$ cat config.mk
export PLATFORM = sky130hd
export DESIGN_NAME = dmem_write_buffer
export DESIGN_NICKNAME = d
export VERILOG_FILES = /design/src/rtl/dmwb_pkg.sv /design/src/rtl/dmwb_merge.sv /design/src/rtl/dmem_write_buffer.sv
export SDC_FILE = /design/constraint.sdc
export NUM_CORES = 1
export LEC_CHECK = 0
export ABC_AREA = 1
export CELL_PAD_IN_SITES_DETAIL_PLACEMENT = 1
export CELL_PAD_IN_SITES_GLOBAL_PLACEMENT = 1
export CORE_MARGIN = 5
export CORE_UTILIZATION = 44
export DETAILED_ROUTE_END_ITERATION = 8
export GPL_TIMING_DRIVEN = 0
export PLACE_DENSITY_LB_ADDON = 0.1
export SLEW_MARGIN = 20
export SYNTH_ARGS = -nofsm -noshare
export SYNTH_HDL_FRONTEND = slang
export SYNTH_SLANG_ARGS = --single-unit
$ cat constraint.sdc
create_clock -name clk -period 8.8 [get_ports clk]
set_input_delay 1.76 -clock clk [delete_from_list [all_inputs] [get_ports clk]]
set_output_delay 1.76 -clock clk [all_outputs]
set_load 0.05 [all_outputs]
$ cat src/rtl/dmwb_pkg.sv
// Shared types and defaults for the data-memory coalescing write buffer.
// Entries store a 30-bit word address so any ADDR_W up to 29 fits one struct.
package dmwb_pkg;

    localparam int unsigned DMWB_DEPTH     = 4;
    localparam int unsigned DMWB_ADDR_W    = 14;
    localparam int unsigned DMWB_WADDR_MAX = 30;

    typedef enum logic [1:0] {
        CYC_IDLE  = 2'd0,
        CYC_READ  = 2'd1,
        CYC_WRITE = 2'd2
    } cyc_t;

    typedef struct packed {
        logic                      valid;
        logic [DMWB_WADDR_MAX-1:0] addr;
        logic [31:0]               data;
        logic [3:0]                mask;
    } dmwb_entry_t;

    function automatic cyc_t classify(input logic cs, input logic oe, input logic [3:0] web);
        cyc_t c;
        c = CYC_IDLE;
        if (cs && web != 4'hF)
            c = CYC_WRITE;
        else if (cs && oe)
            c = CYC_READ;
        return c;
    endfunction

endpackage

$ cat src/rtl/dmwb_merge.sv
// Per-byte lane merge: lanes with mask set come from 'over', the rest from 'base'.
module dmwb_merge (
    input  logic [31:0] base,
    input  logic [31:0] over,
    input  logic [3:0]  mask,
    output logic [31:0] result
);

    always_comb begin
        result = base;
        for (int unsigned b = 0; b < 4; b++) begin
            if (mask[b])
                result[b*8 +: 8] = over[b*8 +: 8];
        end
    end

endmodule

$ cat src/rtl/dmem_write_buffer.sv
// Coalescing write buffer between the CPU data port and a single-port SRAM.
// Drains on idle cycles, or on a write that finds the buffer full; reads forward buffered bytes.
module dmem_write_buffer
    import dmwb_pkg::*;
#(
    parameter int unsigned DEPTH  = DMWB_DEPTH,
    parameter int unsigned ADDR_W = DMWB_ADDR_W
) (
    input  logic              clk,
    input  logic              rst,
    input  logic              i_DM_CS,
    input  logic [3:0]        i_DM_WEB,
    input  logic              i_DM_OE,
    input  logic [31:0]       i_DM_addr,
    input  logic [31:0]       i_DM_DI,
    output logic [31:0]       o_DM_DO,
    output logic              o_SRAM_CS,
    output logic [3:0]        o_SRAM_WEB,
    output logic [ADDR_W-1:0] o_SRAM_A,
    output logic [31:0]       o_SRAM_DI,
    input  logic [31:0]       i_SRAM_DO,
    output logic              o_empty,
    output logic              o_full
);

    localparam int unsigned PTR_W = $clog2(DEPTH);

    dmwb_entry_t               ent_q [DEPTH];
    logic [PTR_W-1:0]          head_q;
    logic [PTR_W-1:0]          tail_q;
    logic [PTR_W:0]            count_q;
    logic [3:0]                snap_mask_q;
    logic [31:0]               snap_data_q;
    logic                      rd_pend_q;
    logic [31:0]               dout_q;

    cyc_t                      cyc;
    logic [DMWB_WADDR_MAX-1:0] word;
    logic                      full;
    logic                      empty;
    logic                      drain;
    logic                      push;
    logic                      wr_hit;
    logic [PTR_W-1:0]          wr_hit_idx;
    logic [3:0]                rd_hit_mask;
    logic [31:0]               rd_hit_data;
    logic [3:0]                wr_mask;
    logic [31:0]               wr_base;
    logic [31:0]               wr_merged;
    logic [31:0]               rd_merged;
    logic                      unused_addr;

    assign unused_addr = ^{i_DM_addr[31:ADDR_W+2], i_DM_addr[1:0]};
    assign word        = DMWB_WADDR_MAX'(i_DM_addr[ADDR_W+1:2]);

    // Reset forces IDLE so the SRAM port is quiet while rst is low.
    assign cyc   = rst ? classify(i_DM_CS, i_DM_OE, i_DM_WEB) : CYC_IDLE;
    assign full  = (count_q == (PTR_W+1)'(DEPTH));
    assign empty = (count_q == '0);
    assign drain = !empty && ((cyc == CYC_IDLE) || ((cyc == CYC_WRITE) && full));
    assign push  = (cyc == CYC_WRITE) && !wr_hit;

    assign wr_mask = ~i_DM_WEB;
    assign wr_base = ent_q[wr_hit_idx].data;

    // The draining head is excluded from write coalescing so bytes are never lost mid-drain.
    always_comb begin
        rd_hit_mask = '0;
        rd_hit_data = '0;
        wr_hit      = 1'b0;
        wr_hit_idx  = '0;
        for (int unsigned i = 0; i < DEPTH; i++) begin
            if (ent_q[i].valid && ent_q[i].addr == word) begin
                rd_hit_mask = ent_q[i].mask;
                rd_hit_data = ent_q[i].data;
                if (!(drain && PTR_W'(i) == head_q)) begin
                    wr_hit     = 1'b1;
                    wr_hit_idx = PTR_W'(i);
                end
            end
        end
    end

    dmwb_merge u_wr_merge (
        .base   (wr_base),
        .over   (i_DM_DI),
        .mask   (wr_mask),
        .result (wr_merged)
    );

    dmwb_merge u_rd_merge (
        .base   (i_SRAM_DO),
        .over   (snap_data_q),
        .mask   (snap_mask_q),
        .result (rd_merged)
    );

    always_comb begin
        o_SRAM_CS  = 1'b0;
        o_SRAM_WEB = '1;
        o_SRAM_A   = '0;
        o_SRAM_DI  = '0;
        if (cyc == CYC_READ) begin
            o_SRAM_CS = 1'b1;
            o_SRAM_A  = word[ADDR_W-1:0];
        end else if (drain) begin
            o_SRAM_CS  = 1'b1;
            o_SRAM_WEB = ~ent_q[head_q].mask;
            o_SRAM_A   = ent_q[head_q].addr[ADDR_W-1:0];
            o_SRAM_DI  = ent_q[head_q].data;
        end
    end

    always_ff @(posedge clk or negedge rst) begin
        if (!rst) begin
            for (int unsigned i = 0; i < DEPTH; i++)
                ent_q[i] <= '0;
            head_q      <= '0;
            tail_q      <= '0;
            count_q     <= '0;
            snap_mask_q <= '0;
            snap_data_q <= '0;
            rd_pend_q   <= 1'b0;
            dout_q      <= '0;
        end else begin
            if (drain) begin
                ent_q[head_q].valid <= 1'b0;
                head_q              <= head_q + PTR_W'(1);
            end
            if ((cyc == CYC_WRITE) && wr_hit) begin
                ent_q[wr_hit_idx].data <= wr_merged;
                ent_q[wr_hit_idx].mask <= ent_q[wr_hit_idx].mask | wr_mask;
            end
            // When full, tail equals the draining head; the push write below wins.
            if (push) begin
                ent_q[tail_q] <= '{valid: 1'b1, addr: word, data: i_DM_DI, mask: wr_mask};
                tail_q        <= tail_q + PTR_W'(1);
            end
            count_q <= count_q + {{PTR_W{1'b0}}, push} - {{PTR_W{1'b0}}, drain};

            rd_pend_q <= (cyc == CYC_READ);
            if (cyc == CYC_READ) begin
                snap_mask_q <= rd_hit_mask;
                snap_data_q <= rd_hit_data;
            end
            if (rd_pend_q)
                dout_q <= rd_merged;
        end
    end

    assign o_DM_DO = rd_pend_q ? rd_merged : dout_q;
    assign o_empty = empty;
    assign o_full  = full;

endmodule

# == Yosys cells after proc, flatten, opt, wreduce, memory -nomap -nowiden ==
# Index checks and enable logic that the tools add are counted.
# Widths: inputs -> output; s select.
# word_totals
reg_bits,344
in_bits,104
word_cells,136
# op_classes
n_addsub,4
magnitude_cmp,6
eq_ne,11
muxes,63
n_bitwise,6
n_reduce_logical,23
# op_table
op,n
$bwmux 268,4
$mux 268,3
$demux 67 s2,4
$bmux 67 s2,2
$mux 32,7
$mux 67,2
$eq 30x14->1,4
$mux 36,3
$mux 50,2
$mux 8,8
$mux 14,2
$mux 4,7
$logic_and 1x1->1,17
$mux 1,13
$mux 2,6
$ge 3x3->1 const B,3
$lt 3x1->1 const B,3
$not 2->3,3
$not 4->4,2
$add 2x1->2 const B,2
$eq 2x2->1 const A,2
$logic_not 2->1,2
$ne 4x4->1 const B,1
$or 4x4->4,1
9 further kinds,10

# == Logic depth before layout (Yosys ltp) ==
# depth
ltp_word,25
depth_mapped,17
ltp_nobuf,17

# == By module ==
# A second synthesis with hierarchy kept.
# unflattened
cells_unflattened,2749
hier_area_um2,18315.1
# modules_own_cells
mod,n_inst,cells_per_inst,area_each_um2,seq_area_each_um2
dmem_write_buffer,1,2541,17474.3,7006.7
dmwb_merge,2,104,420.4,0.0

# == Least setup slack after synthesis ==
# Ideal clock, no wire load.
# synth_path
path_type,input to output
from,input port i_DM_WEB[1]
to,output port o_SRAM_A[10]
arrival_ns,3.607
setup_slack_ns,3.433
path_stages,6
path_cell_list,buf_2 > nand2_1 > nor2_4 > nand2_1 > clkbuf_1 > o21ai_0
# synth_via
elab_chain_cells,10
elab_cells_between_ends,12
# synth_rtl
item,line,text
from (decl),dmem_write_buffer.sv:12,"input logic [3:0] i_DM_WEB,"
$ne 4x4->1 *,dmwb_pkg.sv:25,if (cs && web != 4'hF)
$logic_and 1x1->1 *,dmwb_pkg.sv:25,
$mux 2 *,dmwb_pkg.sv:25,
$mux 2 *,dmem_write_buffer.sv:57,"assign cyc = rst ? classify(i_DM_CS, i_DM_OE, i_DM_WEB) : CYC_IDLE;"
$eq 2x2->1,dmem_write_buffer.sv:60,assign drain = !empty && ((cyc == CYC_IDLE) || ((cyc == CYC_WRITE) && full));
$logic_and 1x1->1,dmem_write_buffer.sv:60,
$logic_or 1x1->1,dmem_write_buffer.sv:60,
$logic_and 1x1->1,dmem_write_buffer.sv:60,
$mux 14,dmem_write_buffer.sv:106,end else if (drain) begin
$mux 14 *,dmem_write_buffer.sv:103,if (cyc == CYC_READ) begin
to (decl),dmem_write_buffer.sv:19,"output logic [ADDR_W-1:0] o_SRAM_A,"
# Every way passes the cells marked *; elsewhere a longest branch is shown, timed or not.

# == Worst setup path in the final report ==
# layout_path
from,input port rst
to,output port o_SRAM_DI[6]
# layout_via
elab_chain_cells,7
elab_cells_between_ends,9
# layout_rtl
item,line,text
from (decl),dmem_write_buffer.sv:10,"input logic rst,"
$mux 2 *,dmem_write_buffer.sv:57,
$eq 2x2->1,dmem_write_buffer.sv:60,
$logic_and 1x1->1,dmem_write_buffer.sv:60,
$logic_or 1x1->1,dmem_write_buffer.sv:60,
$logic_and 1x1->1,dmem_write_buffer.sv:60,
$mux 32,dmem_write_buffer.sv:106,
$mux 32 *,dmem_write_buffer.sv:103,
to (decl),dmem_write_buffer.sv:20,"output logic [31:0] o_SRAM_DI,"
# Marked as above.

==> flow_summary_export.csv <==
group,metric,value,unit
clock_network,cts_setup_buffers,0,
job,max-cap-violations,0,
detailed_routing,drt-total-wl,110.0,mm
logic_synthesis,ys_warn_count,0,
clock_network,cts.sinks,280,
clock_network,cts_buffer_depth,3,
clock_network,cts_root_buffer,"clkbuf_16",
pwr,seq_power_share,28.2,%
hold_path,min_path_type,"flip-flop to flip-flop",
final_layout,nets,3358,
sta,layout_min_cycle_time,7317,ps
sta,slew_violations,0,
critical_path,timing.rr.end,"ent_q[211]$_DFF_PN0_",
critical_path,required,7040,ps
pwr,p_per_area,365.7,nW/um2
clock_network,cts-htree-levels,2,
pwr,pwr-share-comb,52.0,%
critical_path,r2r_slack,3900,ps
critical_path,crit_path_end_kind,"output pin",
logic_synthesis,synth.yosys.seq_area_share,36.70,%
sta,fin_skew,17.09,ps
critical_path,cp_max_fo,74,
floorplan,fp.dieW,218.3,um
floorplan,fp-row-count,76,
floorplan,pin_count,189,
logic_synthesis,synth_cells,3035,
detailed_routing,ant_nets,0,
sta,hold_violations,0,
sta,rsz0062_at_grt,"false",
critical_path,r2r_cells,15,
floorplan,start_util,44.42,%
pwr,clkPwrFrac,19.7,%
final_layout,multi_input_area,10010,um2
global_routing,grtUsageTotal,45.09,%
clock_network,worstSkewPairLatency,590,ps
final_layout,nFillCells,5839,
sta,relSlewSlack,13.53,%
clock_network,cts-resized-gates,0,
floorplan,die_area,47660,um2
detailed_routing,routed-via-count,23980,
logic_synthesis,syn_area_per_cell,6.291,um2
logic_synthesis,synth_seq_cells,280,
pwr,p_leak,0.01219,uW
clock_network,cts_tree,"yes",
pwr,swShare,51.46,%
pwr,ir_drop,258.7,uV
sta,final-setup-viol-count,0,
place,gp_congestion,1.052,
final_layout,regArea,7007,um2
sta,fin_setup_tns,0,ps
detailed_routing,drt_iter0_markers,3030,
sta,post-route-period-util,83.15,%
critical_path,endpoint,"o_SRAM_DI[6]",
logic_synthesis,syn_nets,3150,
floorplan,fp.coreArea,42980,um2
critical_path,rr_startpoint,"head_q[0]$_DFFE_PN0P_",
detailed_routing,wl_per_cell,28.51,um
clock_network,numCtsBuffers,37,
final_layout,fin_cells,3857,
global_routing,grt_max_degree,97,
global_routing,grt_overflow,0,
global_routing,grt_pass1_vias,24390,
detailed_routing,firstDrtPassIters,7,
logic_synthesis,synthesis.area,19090,um2
sta,worstMarginPinSlew,1297,ps
place,numPortBuffers,166,
floorplan,die_y,218.3,um
logic_synthesis,yosys.cell_types.count,35,
critical_path,critPathLaunch,"rst",
place,hpwl,78.17,mm
critical_path,cp-start-kind,"primary input",
global_routing,antenna_found_initial,6,
final_layout,drive_above_1_share,5.936,%
final_layout,area_growth,19.74,%
sta,fmax,136.7,MHz
run_status,status,"complete, no violations",
critical_path,cp.arrival,5560,ps
clock_network,holdBufCountCts,0,
sta,hold-worst-slack,495.7,ps
critical_path,crit_type,"primary input to output pin",
pwr,power.switching,4302,uW
detailed_routing,vias_per_cell,6.218,
clock_network,clk_pin_slew,60,ps
place,dp.cells,3789,
global_routing,grt_pass1_wl,159.2,mm
detailed_routing,remaining_drc_errors,0,
pwr,power_report.internal_total,4058,uW
[Yosys cell counts (all sizes together)]
cell	instances	share of area (%)
nand3b	2	0.079
ha	10	0.66
nand2	958	19
or2	33	1.1
o21ai	283	7.4
xor2	3	0.14
xnor2	9	0.41
fa	1	0.10
buf	71	1.9
o211ai	12	0.47
clkbuf	102	2.0
a21oi	255	6.7
nand4	30	0.98
dfrtp	280	37
nor2	332	7.0
nor3	2	0.052
o22ai	1	0.033
nand3	264	7.1
inv	355	7.0
a31oi	32	1.0
[cells in the final DEF (no fill, tap or decap), drive strengths merged, types with 30 or more instances in the layout]
cell,count
nand2,958
inv,356
nor2,332
o21ai,283
dfrtp,280
nand3,264
a21oi,255
clkdlybuf4s50,165
clkbuf,151
buf,75
or2,33
a31oi,32
nand4,30
[area by class of cell]
cell class / instances / share of cell area, %
repair buffers: 169 / 7.651
flip-flops and latches: 280 / 30.65
clock inverters: 15 / 0.9194
inverters: 355 / 5.828
multi-input cells: 2227 / 43.80
well taps: 585 / 3.201
plain buffers: 173 / 3.256
clock buffers: 49 / 4.652
diodes: 4 / 0.04378
[power groups by stage]
stage	clock network (uW)	logic, uW	registers, uW
after floorplan	0	2710	2090
after global placement	0	4050	2290
after detailed placement	0	4180	2320
after CTS	1640	4230	2310
after global routing	1700	4600	2380
final	1650	4350	2360
[layer usage]
metal  global-route usage (%)  routed length (um)  vias up  share of wire [%]
met5                        0                  80        -              0.073
met4                    29.39                8643        8                7.9
met3                    13.52               13350      554                 12
met2                    67.64               46640     1710                 42
met1                    56.46               41260    11660                 38
li1                         -                   -    10060                  -
[stage by stage]
| stage | power, uW | util [%] | instance area [um2] | setup WS (ps) |
|---|---|---|---|---|
| after floorplan | 4805 | - | 19090 | 3433 |
| after global placement | 6343 | 49.99 | 21490 | -9422 |
| after detailed placement | 6506 | 50.20 | 21580 | 1595 |
| after CTS | 8180 | 53.16 | 22850 | 1574 |
| after global routing | 8687 | 53.17 | 22850 | 1444 |
| final | 8360 | 53.19 | 22860 | 1483 |
[worst max-delay path: stages]
cell	delay, ps
buf_8	350
buf_16	370
nand2_1	180
nor2_4	320
nand2_4	120
nand2_1	370
clkbuf_1	1000
a21oi_1	230
clkdlybuf4s50_1	790
[flip-flops by register name, indices dropped and copies added, names as in the netlist]
register and flops:
tail_q 2, head_q 2, snap_mask_q 4, snap_data_q 32, dout_q 32, count_q 3, rd_pend_q 1, ent_q 204
[worst min path at each step]
stage                           startpoint  slack [ps]  depth (start not counted)                          end
3_5_place_dp    snap_data_q[9]$_DFFE_PN0P_         480                          2   snap_data_q[9]$_DFFE_PN0P_
4_1_cts        snap_data_q[29]$_DFFE_PN0P_         500                          2  snap_data_q[29]$_DFFE_PN0P_
2_1_floorplan  snap_data_q[22]$_DFFE_PN0P_         450                          2  snap_data_q[22]$_DFFE_PN0P_
3_3_place_gp   snap_data_q[13]$_DFFE_PN0P_         470                          2  snap_data_q[13]$_DFFE_PN0P_
6_report        snap_data_q[1]$_DFFE_PN0P_         500                          2   snap_data_q[1]$_DFFE_PN0P_
5_1_grt        snap_data_q[29]$_DFFE_PN0P_         520                          2  snap_data_q[29]$_DFFE_PN0P_
[cell families after synthesis]
logic type               after synthesis  share of synthesized area, %
AND/OR/NAND/NOR                     1621                         35.47
adder cells (fa/ha/maj)               11                        0.7602
XOR/XNOR                              12                        0.5505
AO/OA/AOI/OAI                        583                         15.68
flip-flops                           280                         36.70
buffers and inverters                528                         10.85
Note: power is estimated with default switching activity, not from simulation.
